--- config.mk ---
export PLATFORM = sky130hd
export DESIGN_NAME = dbg_capture_lut
export DESIGN_NICKNAME = d
export VERILOG_FILES = /design/src/rtl/dbg_capture_lut_pkg.sv /design/src/rtl/dbg_capture_lut_lutram_sdp.sv /design/src/rtl/dbg_capture_lut.sv
export SDC_FILE = /design/constraint.sdc
export NUM_CORES = 1
export LEC_CHECK = 0
export ABC_AREA = 1
export BUFFER_PORTS_ARGS = -buffer_cell sky130_fd_sc_hd__buf_2
export CAP_MARGIN = 20
export CORE_UTILIZATION = 50
export CTS_CLUSTER_DIAMETER = 150
export DETAILED_ROUTE_END_ITERATION = 10
export GPL_TIMING_DRIVEN = 0
export PLACE_DENSITY = 0.72
export SETUP_SLACK_MARGIN = 0.1
export SLEW_MARGIN = 15
export SYNTH_ARGS = -nofsm -noshare
export SYNTH_HDL_FRONTEND = slang
export SYNTH_SLANG_ARGS = --single-unit
--- constraint.sdc ---
create_clock -name clk -period 2.7 [get_ports clk]
set_input_delay 0.135 -clock clk [delete_from_list [all_inputs] [get_ports clk]]
set_output_delay 0.135 -clock clk [all_outputs]
set_load 0.05 [all_outputs]
--- src/rtl/dbg_capture_lut_pkg.sv ---
// Shared types and constants for the debug capture buffer: FSM state
// encoding, the registered-read mode tag and a constant log2 helper.
package dbg_capture_lut_pkg;

  typedef enum logic [1:0] {
    DBG_IDLE = 2'd0,
    DBG_PRE  = 2'd1,
    DBG_POST = 2'd2,
    DBG_DONE = 2'd3
  } dbg_state_e;

  // OUT_REG value that selects the registered (1-cycle) read path.
  localparam logic [15:0] OUT_REG_EN = "EN";

  // Ceiling log2, usable in constant expressions.
  function automatic int log2(input int n);
    int r;
    r = 0;
    while ((1 << r) < n) r++;
    return r;
  endfunction

endpackage

--- src/rtl/dbg_capture_lut_lutram_sdp.sv ---
// Single-clock simple dual-port distributed RAM: synchronous write,
// asynchronous read (read-during-write returns the old word).
module dbg_capture_lut_lutram_sdp
  import dbg_capture_lut_pkg::*;
#(
  parameter  int WIDTH  = 8,
  parameter  int DEPTH  = 16,
  localparam int AWIDTH = log2(DEPTH)
) (
  input  logic              clk,
  input  logic              i_we,
  input  logic [AWIDTH-1:0] i_waddr,
  input  logic [WIDTH-1:0]  i_wdata,
  input  logic [AWIDTH-1:0] i_raddr,
  output logic [WIDTH-1:0]  o_rdata
);

  (* ram_style = "distributed" *) logic [WIDTH-1:0] r_mem [DEPTH];

  // NOTE: storage arrays take no reset; a reset would stop the tools mapping them to LUT RAM.
  always_ff @(posedge clk) begin
    if (i_we) r_mem[i_waddr] <= i_wdata;
  end

  assign o_rdata = r_mem[i_raddr];

endmodule

--- src/rtl/dbg_capture_lut.sv ---
// Debug capture buffer: arm, stream samples, freeze a DEPTH-sample window
// around a trigger, then read it back in chronological order.
module dbg_capture_lut
  import dbg_capture_lut_pkg::*;
#(
  parameter  int          WIDTH   = 8,
  parameter  int          DEPTH   = 16,
  parameter  logic [15:0] OUT_REG = 16'd0,
  localparam int          AWIDTH  = log2(DEPTH)
) (
  input  logic              clk,
  input  logic              resetn,
  input  logic              arm,
  input  logic [AWIDTH-1:0] pretrig,
  input  logic              dat_vld,
  input  logic [WIDTH-1:0]  dat_in,
  input  logic              trig,
  output logic              busy,
  output logic              done,
  output logic [AWIDTH-1:0] trig_pos,
  input  logic              rd_en,
  input  logic [AWIDTH-1:0] rd_addr,
  output logic [WIDTH-1:0]  rd_dat,
  output logic              rd_vld
);

  localparam logic [AWIDTH-1:0] LAST = AWIDTH'(DEPTH - 1);
  localparam logic [AWIDTH-1:0] ONE  = AWIDTH'(1);

  dbg_state_e        r_state;
  logic [AWIDTH-1:0] r_wr_ptr;
  logic [AWIDTH-1:0] r_cnt;
  logic [AWIDTH-1:0] r_trig_ptr;
  logic [AWIDTH-1:0] r_trig_pos;
  logic              r_busy;
  logic              r_done;

  logic              w_we;
  logic [AWIDTH-1:0] w_phys;
  logic [WIDTH-1:0]  w_ram_dat;

  // An arm cycle never stores its sample; POST with zero samples left only
  // spends one cycle on the way to DONE.
  assign w_we = dat_vld && !arm &&
                ((r_state == DBG_PRE) || ((r_state == DBG_POST) && (r_cnt != '0)));

  // NOTE: sequential state uses non-blocking assignments so every register sees pre-edge values.
  always_ff @(posedge clk or negedge resetn) begin
    if (!resetn) begin
      r_state    <= DBG_IDLE;
      r_wr_ptr   <= '0;
      r_cnt      <= '0;
      r_trig_ptr <= '0;
      r_trig_pos <= '0;
      r_busy     <= 1'b0;
      r_done     <= 1'b0;
    end else if (arm) begin
      // pretrig is AWIDTH wide, so it can never exceed DEPTH-1.
      r_state    <= DBG_PRE;
      r_wr_ptr   <= '0;
      r_cnt      <= '0;
      r_trig_pos <= pretrig;
      r_busy     <= 1'b1;
      r_done     <= 1'b0;
    end else begin
      case (r_state)
        DBG_PRE: begin
          if (dat_vld) begin
            r_wr_ptr <= r_wr_ptr + ONE;
            if (trig && (r_cnt == r_trig_pos)) begin
              r_trig_ptr <= r_wr_ptr;
              r_cnt      <= LAST - r_trig_pos;
              r_state    <= DBG_POST;
            end else if (r_cnt != r_trig_pos) begin
              r_cnt <= r_cnt + ONE;
            end
          end
        end
        DBG_POST: begin
          if (r_cnt == '0) begin
            r_state <= DBG_DONE;
            r_busy  <= 1'b0;
            r_done  <= 1'b1;
          end else if (dat_vld) begin
            r_wr_ptr <= r_wr_ptr + ONE;
            r_cnt    <= r_cnt - ONE;
            if (r_cnt == ONE) begin
              r_state <= DBG_DONE;
              r_busy  <= 1'b0;
              r_done  <= 1'b1;
            end
          end
        end
        default: ;
      endcase
    end
  end

  assign busy     = r_busy;
  assign done     = r_done;
  assign trig_pos = r_trig_pos;

  // Chronological index 0 is the oldest sample, trig_pos entries before the trigger.
  assign w_phys = r_trig_ptr - r_trig_pos + rd_addr;

  dbg_capture_lut_lutram_sdp #(
    .WIDTH (WIDTH),
    .DEPTH (DEPTH)
  ) u_ram (
    .clk     (clk),
    .i_we    (w_we),
    .i_waddr (r_wr_ptr),
    .i_wdata (dat_in),
    .i_raddr (w_phys),
    .o_rdata (w_ram_dat)
  );

  generate
    if (OUT_REG == OUT_REG_EN) begin : g_rd_reg
      logic [WIDTH-1:0] r_rd_dat;
      logic             r_rd_vld;

      always_ff @(posedge clk or negedge resetn) begin
        if (!resetn) begin
          r_rd_dat <= '0;
          r_rd_vld <= 1'b0;
        end else begin
          r_rd_dat <= rd_en ? w_ram_dat : '0;
          r_rd_vld <= rd_en;
        end
      end

      assign rd_dat = r_rd_dat;
      assign rd_vld = r_rd_vld;
    end else begin : g_rd_comb
      assign rd_dat = w_ram_dat;
      assign rd_vld = rd_en;
    end
  endgenerate

endmodule

==> results.yml, run 1 <==
floorplan:
  die_w_um: 117
  core_area_mm2: 0.0128
  start_util: 0.520
  dieArea_mm2: 0.0138
  io_pins: 37
  die_h_um: 117
  rows: 41
worst_setup_path:
  timing.rr.end: "u_ram.r_mem[4][2]"
  critPathMaxFanout: 7
  endpoint_kind: "output port"
  critPathLaunchType: "flip-flop"
  reg2reg_slack_ns: 0.33
  crit_type: "flip-flop to output port"
  required_ns: 2.57
  rr_worst_depth: 9
  arrival_ns: 3.18
  reg2reg_from: "r_cnt[0]"
synth:
  syn_nets: 664
  ys_ff_latch: 148
  synth_area_mm2: 0.00666
  ys_types: 31
  synth_area_per_cell_um2: 10.6
  synthCells: 627
  seq_area_frac_synth: 0.652
  synth_warnings: 0
clock_tree:
  cts_buffer_depth: 2
  cts_htree_levels: 4
  cts_buffers: 17
  path_clk_slew_ns: 0.06
  cts_tree: "yes"
  cts_root_buffer: "clkbuf_16"
  insertion_delay_ns: 0.42
  cts_num_sinks: 148
global_route:
  track_usage: 0.237
  antenna_found_initial: 0
  grt_max_degree: 21
  grt_pass1_vias: 4686
  grt_pass1_wl_um: 24300
  grt_overflow_total: 0
timing:
  layout_setup_ws_ns: -0.616
  hold_viol_final: 0
  fin_crit_sh: 1.23
  tightest_slew_ns: 0.576
  setup_viol: 8
  clock_skew_ns: 0.00681
  drv_slew: 0
  tns_ns: -4.60
  slew_headroom: 0.616
  rsz0062_at_grt: "yes"
  max_freq_ghz: 0.302
  period_minus_slack_ns: 3.32
power:
  power_density_mw_per_mm2: 1330
  peakVddDrop_uv: 717
  power_mw: 10.7
  power.leakage_nw: 3.11
run_status:
  outcome: "complete, but fails checks"
  violations: "setup timing"
placement:
  portBuffers: 34
  hpwl_um: 10200
  place.gp.congestion: 0.903
  preCtsSetupSlack_ns: -0.375
route:
  num_vias: 4829
  drt_iter0_drc: 507
  wl_per_cell_um: 17.6
  drcViolationCount: 0
  drtPass1Iterations: 6
  wl_um: 15500
  avgViaCountPerCell: 5.50
  ant_nets: 0
min_path:
  hold_depth: 3
  min_from: "dat_vld"
  min_path_type: "input pin to flip-flop"
  hold_end: "r_trig_ptr[2]"
flow_run:
  cap_viol_max_count: 0
layout:
  syn_to_final_growth_pct: 21.0
  fin_nets: 730
  diodes: 0
  drive_gt1_frac: 0.221
## worst max path at each step
| stage | startpoint | endpoint | slack (ns) | cells past startpoint |
|---|---|---|---|---|
| 3_5_place_dp | r_trig_ptr[1] | rd_dat[7] | -0.37 | 12 |
| 4_1_cts | trig_pos[1] | rd_dat[4] | -0.57 | 13 |
| 2_1_floorplan | trig_pos[1] | rd_dat[3] | 0.08 | 12 |
| 3_3_place_gp | trig_pos[1] | rd_dat[7] | -0.39 | 11 |
| 5_1_grt | r_trig_ptr[1] | rd_dat[5] | -0.72 | 12 |
| 6_report | trig_pos[1] | rd_dat[4] | -0.62 | 13 |
## synthesized netlist by cell type (all sizes together)
| cell type | n | area [um2] |
|---|---|---|
| fa | 3 | 60.1 |
| ha | 12 | 150 |
| a31oi | 1 | 6.26 |
| o21ai | 97 | 485 |
| edfxtp | 128 | 3840 |
| xor2 | 3 | 26.3 |
| o21bai | 1 | 11.3 |
| nand2 | 110 | 425 |
| o22ai | 24 | 150 |
| nor3 | 2 | 10.0 |
| nand3 | 17 | 85.1 |
| clkbuf | 13 | 48.8 |
| buf | 13 | 75.1 |
| or2 | 1 | 6.26 |
| a21oi | 7 | 50.1 |
| nand4 | 2 | 12.5 |
| xnor2 | 5 | 43.8 |
| dfrtp | 20 | 500 |
| nand3b | 3 | 38.8 |
| nor2 | 114 | 443 |
| inv | 51 | 191 |
## worst max-delay path, stage by stage, from the launching register on
cell and delay [ns]:
dfrtp_2 0.43, fa_1 0.50, inv_2 0.05, fa_2 0.69
inv_4 0.10, buf_8 0.15, nor2_1 0.07, o21ai_1 0.07
nand2_1 0.12, inv_1 0.05, o21ai_1 0.12, nand3_1 0.15
nand2_4 0.11, buf_8 0.14
## state kept, by name (all words and copies together), names as in the netlist
register,flops
busy,1
done,1
r_cnt,4
r_state,2
r_trig_ptr,4
r_wr_ptr,4
trig_pos,4
u_ram.r_mem,128
## logic make-up (layout without fill, tap and decap cells)
family | count (synthesis) | in the layout | share of synthesized area
xor+xnor | 8 | 8 | 0.0105
simple gates | 249 | 249 | 0.153
buf+inv | 77 | 156 | 0.0473
flops | 148 | 148 | 0.652
compound gates | 130 | 130 | 0.106
fa+ha+maj | 15 | 15 | 0.0315
## timing repair
| item | in CTS | in global routing |
|---|---|---|
| hold buffers | 5 | 0 |
| setup endpoints to repair | 8 | 136 |
| setup buffers | 4 | 2 |
| gates cloned | 2 | 0 |
| resized for setup | 46 | 31 |
| pin swaps | 15 | 4 |
| hold endpoints to repair | 24 | 0 |
## final cells by class
cell class	instances	area [um2]
clock inverters	14	166
flip-flops and latches	148	4350
plain buffers	26	183
well taps	172	215
inverters	51	194
clock buffers	18	429
multi-input cells	402	2170
fillers	994	4760
repair buffers	47	360
## cells in the final DEF (no fill, tap or decap), types with 3 or more instances in the layout
master         instances
nand3_2                4
nor2_1                91
edfxtp_1             128
nor2_2                21
buf_4                 11
clkinv_1               5
buf_2                 34
xnor2_1                5
a21oi_1                5
o21ai_1               46
xor2_1                 3
o21ai_0               45
dlygate4sd3_1          5
o21ai_2                6
clkbuf_16             17
nand2_2                5
inv_2                 12
o22ai_1               23
dfrtp_1               18
buf_8                  9
ha_1                  11
nand2_1               97
nand2_4                8
bufinv_16              4
clkbuf_1               8
clkinv_2               4
clkbuf_8               4
inv_1                 38
nand3_1               13
## report_power, final
part / internal [mW] / switching, mW / leakage [nW]
clock: 1.52 / 0.866 / 0.291
combinational: 2.03 / 3.55 / 1.41
sequential: 2.62 / 0.105 / 1.40
## metal layers
metal	global-route usage	wire (um)	part of all wire	vias up
li1	-	-	-	2282
met1	0.300	6220	0.40	2309
met2	0.388	7690	0.50	201
met3	0.0564	1100	0.071	37
met4	0.106	451	0.029	0
met5	0	0	0	-
## metrics by stage
step           cells  utilization  hold WS (ns)  area [um2]
2_1_floorplan    627            -        -0.161        6740
3_3_place_gp     833        0.556         0.111        7130
3_5_place_dp     833        0.556         0.118        7130
4_1_cts          876        0.621        0.0712        7970
5_1_grt          878        0.629        0.0880        8070
6_report         878        0.629        0.0825        8070
Note: power is estimated with default switching activity, not from simulation.
==> run 2: changes to the inputs <==
--- a/config.mk
+++ b/config.mk
@@ -12,7 +12,7 @@
 export CTS_CLUSTER_DIAMETER = 150
 export DETAILED_ROUTE_END_ITERATION = 10
 export GPL_TIMING_DRIVEN = 0
-export PLACE_DENSITY = 0.72
+export PLACE_DENSITY = 0.7
 export SETUP_SLACK_MARGIN = 0.1
 export SLEW_MARGIN = 15
 export SYNTH_ARGS = -nofsm -noshare
==> constraint.sdc (replaced) <==
create_clock -name clk -period 2.8 [get_ports clk]
set_input_delay 0.14 -clock clk [delete_from_list [all_inputs] [get_ports clk]]
set_output_delay 0.14 -clock clk [all_outputs]
set_load 0.05 [all_outputs]
==> results.yml, run 2 (synthesis gave the netlist of run 1 again) <==
clock_tree:
  cts_root_buffer: "clkbuf_16"
  path_clk_slew_ns: 0.06
  cts_buffer_depth: 2
  insertion_delay_ns: 0.42
  cts_htree_levels: 4
  cts_num_sinks: 148
  cts_tree: "yes"
  cts_buffers: 17
timing:
  layout_setup_ws_ns: -0.603
  hold_viol_final: 0
  period_minus_slack_ns: 3.40
  setup_viol: 8
  slew_headroom: 0.451
  tightest_slew_ns: 0.820
  max_freq_ghz: 0.294
  clock_skew_ns: 0.00782
  fin_crit_sh: 1.22
  drv_slew: 0
  rsz0062_at_grt: "yes"
route:
  drcViolationCount: 0
  wl_um: 16000
  avgViaCountPerCell: 5.52
  drt_iter0_drc: 577
  wl_per_cell_um: 18.3
  num_vias: 4852
  ant_nets: 0
  drtPass1Iterations: 6
worst_setup_path:
  critPathMaxFanout: 7
  arrival_ns: 3.26
  reg2reg_slack_ns: 0.27
  reg2reg_from: "r_cnt[0]"
  slowest_stage: "fa_2"
  cp-startpoint: "trig_pos[1]"
  crit_chain: "fa_1 -> inv_2 -> fa_2 -> clkbuf_8 -> o21ai_1 -> o22ai_1 -> nand2_1 -> o21ai_1 -> nand2_1 -> nand2_4 -> buf_8"
  timing.rr.end: "u_ram.r_mem[2][1]"
  endpoint_kind: "output port"
  rr_worst_depth: 9
  required_ns: 2.66
  critPathMaxStageDelay_ns: 0.74
  critPathLaunchType: "flip-flop"
  crit_type: "flip-flop to output port"
floorplan:
  rows: 41
  dieArea_mm2: 0.0138
  io_pins: 37
  core_area_mm2: 0.0128
  die_w_um: 117
  start_util: 0.520
  die_h_um: 117
layout:
  ff_latch_area_mm2: 0.00435
  diodes: 0
  fin_nets: 731
  fillers: 1002
  drive_gt1_frac: 0.209
  multiInputGateArea_mm2: 0.00216
  final_util: 0.628
  syn_to_final_growth_pct: 20.9
  final_cell_mix: "128 x edfxtp_1, 104 x nor2_1, 96 x nand2_1"
  final_common_cell: "edfxtp_1"
  largest_reg_flops: 128
  fin_area_mm2: 0.00806
  regMostFlops: "u_ram.r_mem"
placement:
  place.gp.congestion: 0.943
  hpwl_um: 10600
  preCtsSetupSlack_ns: -0.517
  portBuffers: 34
  dpl_cell_area_mm2: 0.00712
run_status:
  violations: "setup timing"
  outcome: "complete, but fails checks"
power:
  p_switching_mw: 4.47
  combinationalPowerShare: 0.530
  power.leakage_nw: 3.12
  power_density_mw_per_mm2: 1290
  pwr-share-seq: 0.253
  swShare: 0.429
  power_mw: 10.4
  clock_power_share: 0.217
  p_int_mw: 5.95
  peakVddDrop_uv: 601
global_route:
  grt_pass1_vias: 4758
  grt_pass1_wl_um: 25000
  antenna_found_initial: 0
  track_usage: 0.243
  grt_max_degree: 21
  grt_overflow_total: 0
min_path:
  hold_depth: 3
  hold_end: "r_trig_ptr[2]"
  min_from: "dat_vld"
  min_path_type: "input pin to flip-flop"
flow_run:
  cap_viol_max_count: 0
-- run 2: changes by cell type in the layout (fill, tap and decap cells not counted), sizes merged --
cell	before	now
buf	55	57
bufinv	4	3
clkbuf	31	30
clkinv	9	8
clkinvlp	1	3
-- run 2: critical path: cells and delay by family, from the launching register on --
family	cells	cell delay (ns)
flip-flops	1	0.44
adder cells (fa/ha/maj)	2	1.25
buffers and inverters	3	0.41
AND/OR/NAND/NOR	3	0.34
AO/OA/AOI/OAI	3	0.40
-- run 2: timing repair --
item                                    in CTS  in global routing
gates resized for setup                     49                 23
endpoints found under the hold margin       24                  0
cloned                                       2                  0
hold buffers                                 5                  0
setup buffers                                4                  3
pin swaps                                   10                  8
endpoints found under the setup margin       8                 24
-- run 2: stage by stage --
step           cells  TNS, ns  hold WS [ns]
4_1_cts          876    -4.16        0.0648
2_1_floorplan    627        0        -0.156
6_report         879    -4.52        0.0755
3_3_place_gp     833    -2.50         0.118
3_5_place_dp     833    -3.19         0.134
5_1_grt          879    -5.30        0.0926
-- run 2: how the worst max path moves through the flow --
stage / to / slack (ns) / cells after the start
2_1_floorplan: rd_dat[3] / 0.14 / 12
3_3_place_gp: rd_dat[5] / -0.36 / 12
3_5_place_dp: rd_dat[2] / -0.52 / 12
4_1_cts: rd_dat[5] / -0.54 / 13
5_1_grt: rd_dat[3] / -0.68 / 11
6_report: rd_dat[3] / -0.60 / 11
-- run 2: power groups by stage --
stage / combinational (mW) / sequential, mW / clock, mW
3_5_place_dp: 4.50 / 2.68 / 0
6_report: 5.52 / 2.64 / 2.26
5_1_grt: 5.93 / 2.65 / 2.37
2_1_floorplan: 3.28 / 2.71 / 0
4_1_cts: 5.22 / 2.64 / 2.28
3_3_place_gp: 4.38 / 2.67 / 0
-- run 2: layer usage --
layer / wire, um / share of wire / track usage / vias up
met5: 0 / 0 / 0 / -
met1: 6520 / 0.41 / 0.306 / 2334
met4: 287 / 0.018 / 0.118 / 0
met2: 8010 / 0.50 / 0.398 / 214
li1: - / - / - / 2286
met3: 1220 / 0.076 / 0.0530 / 18
-- run 2: area by class of cell --
cell class / instances / area share
timing repair buffer: 48 / 0.0461
clock buffer: 18 / 0.0533
sequential: 148 / 0.539
inverter: 51 / 0.0241
tap: 172 / 0.0267
multi-input combinational: 402 / 0.268
clock inverter: 14 / 0.0202
buffer: 26 / 0.0227
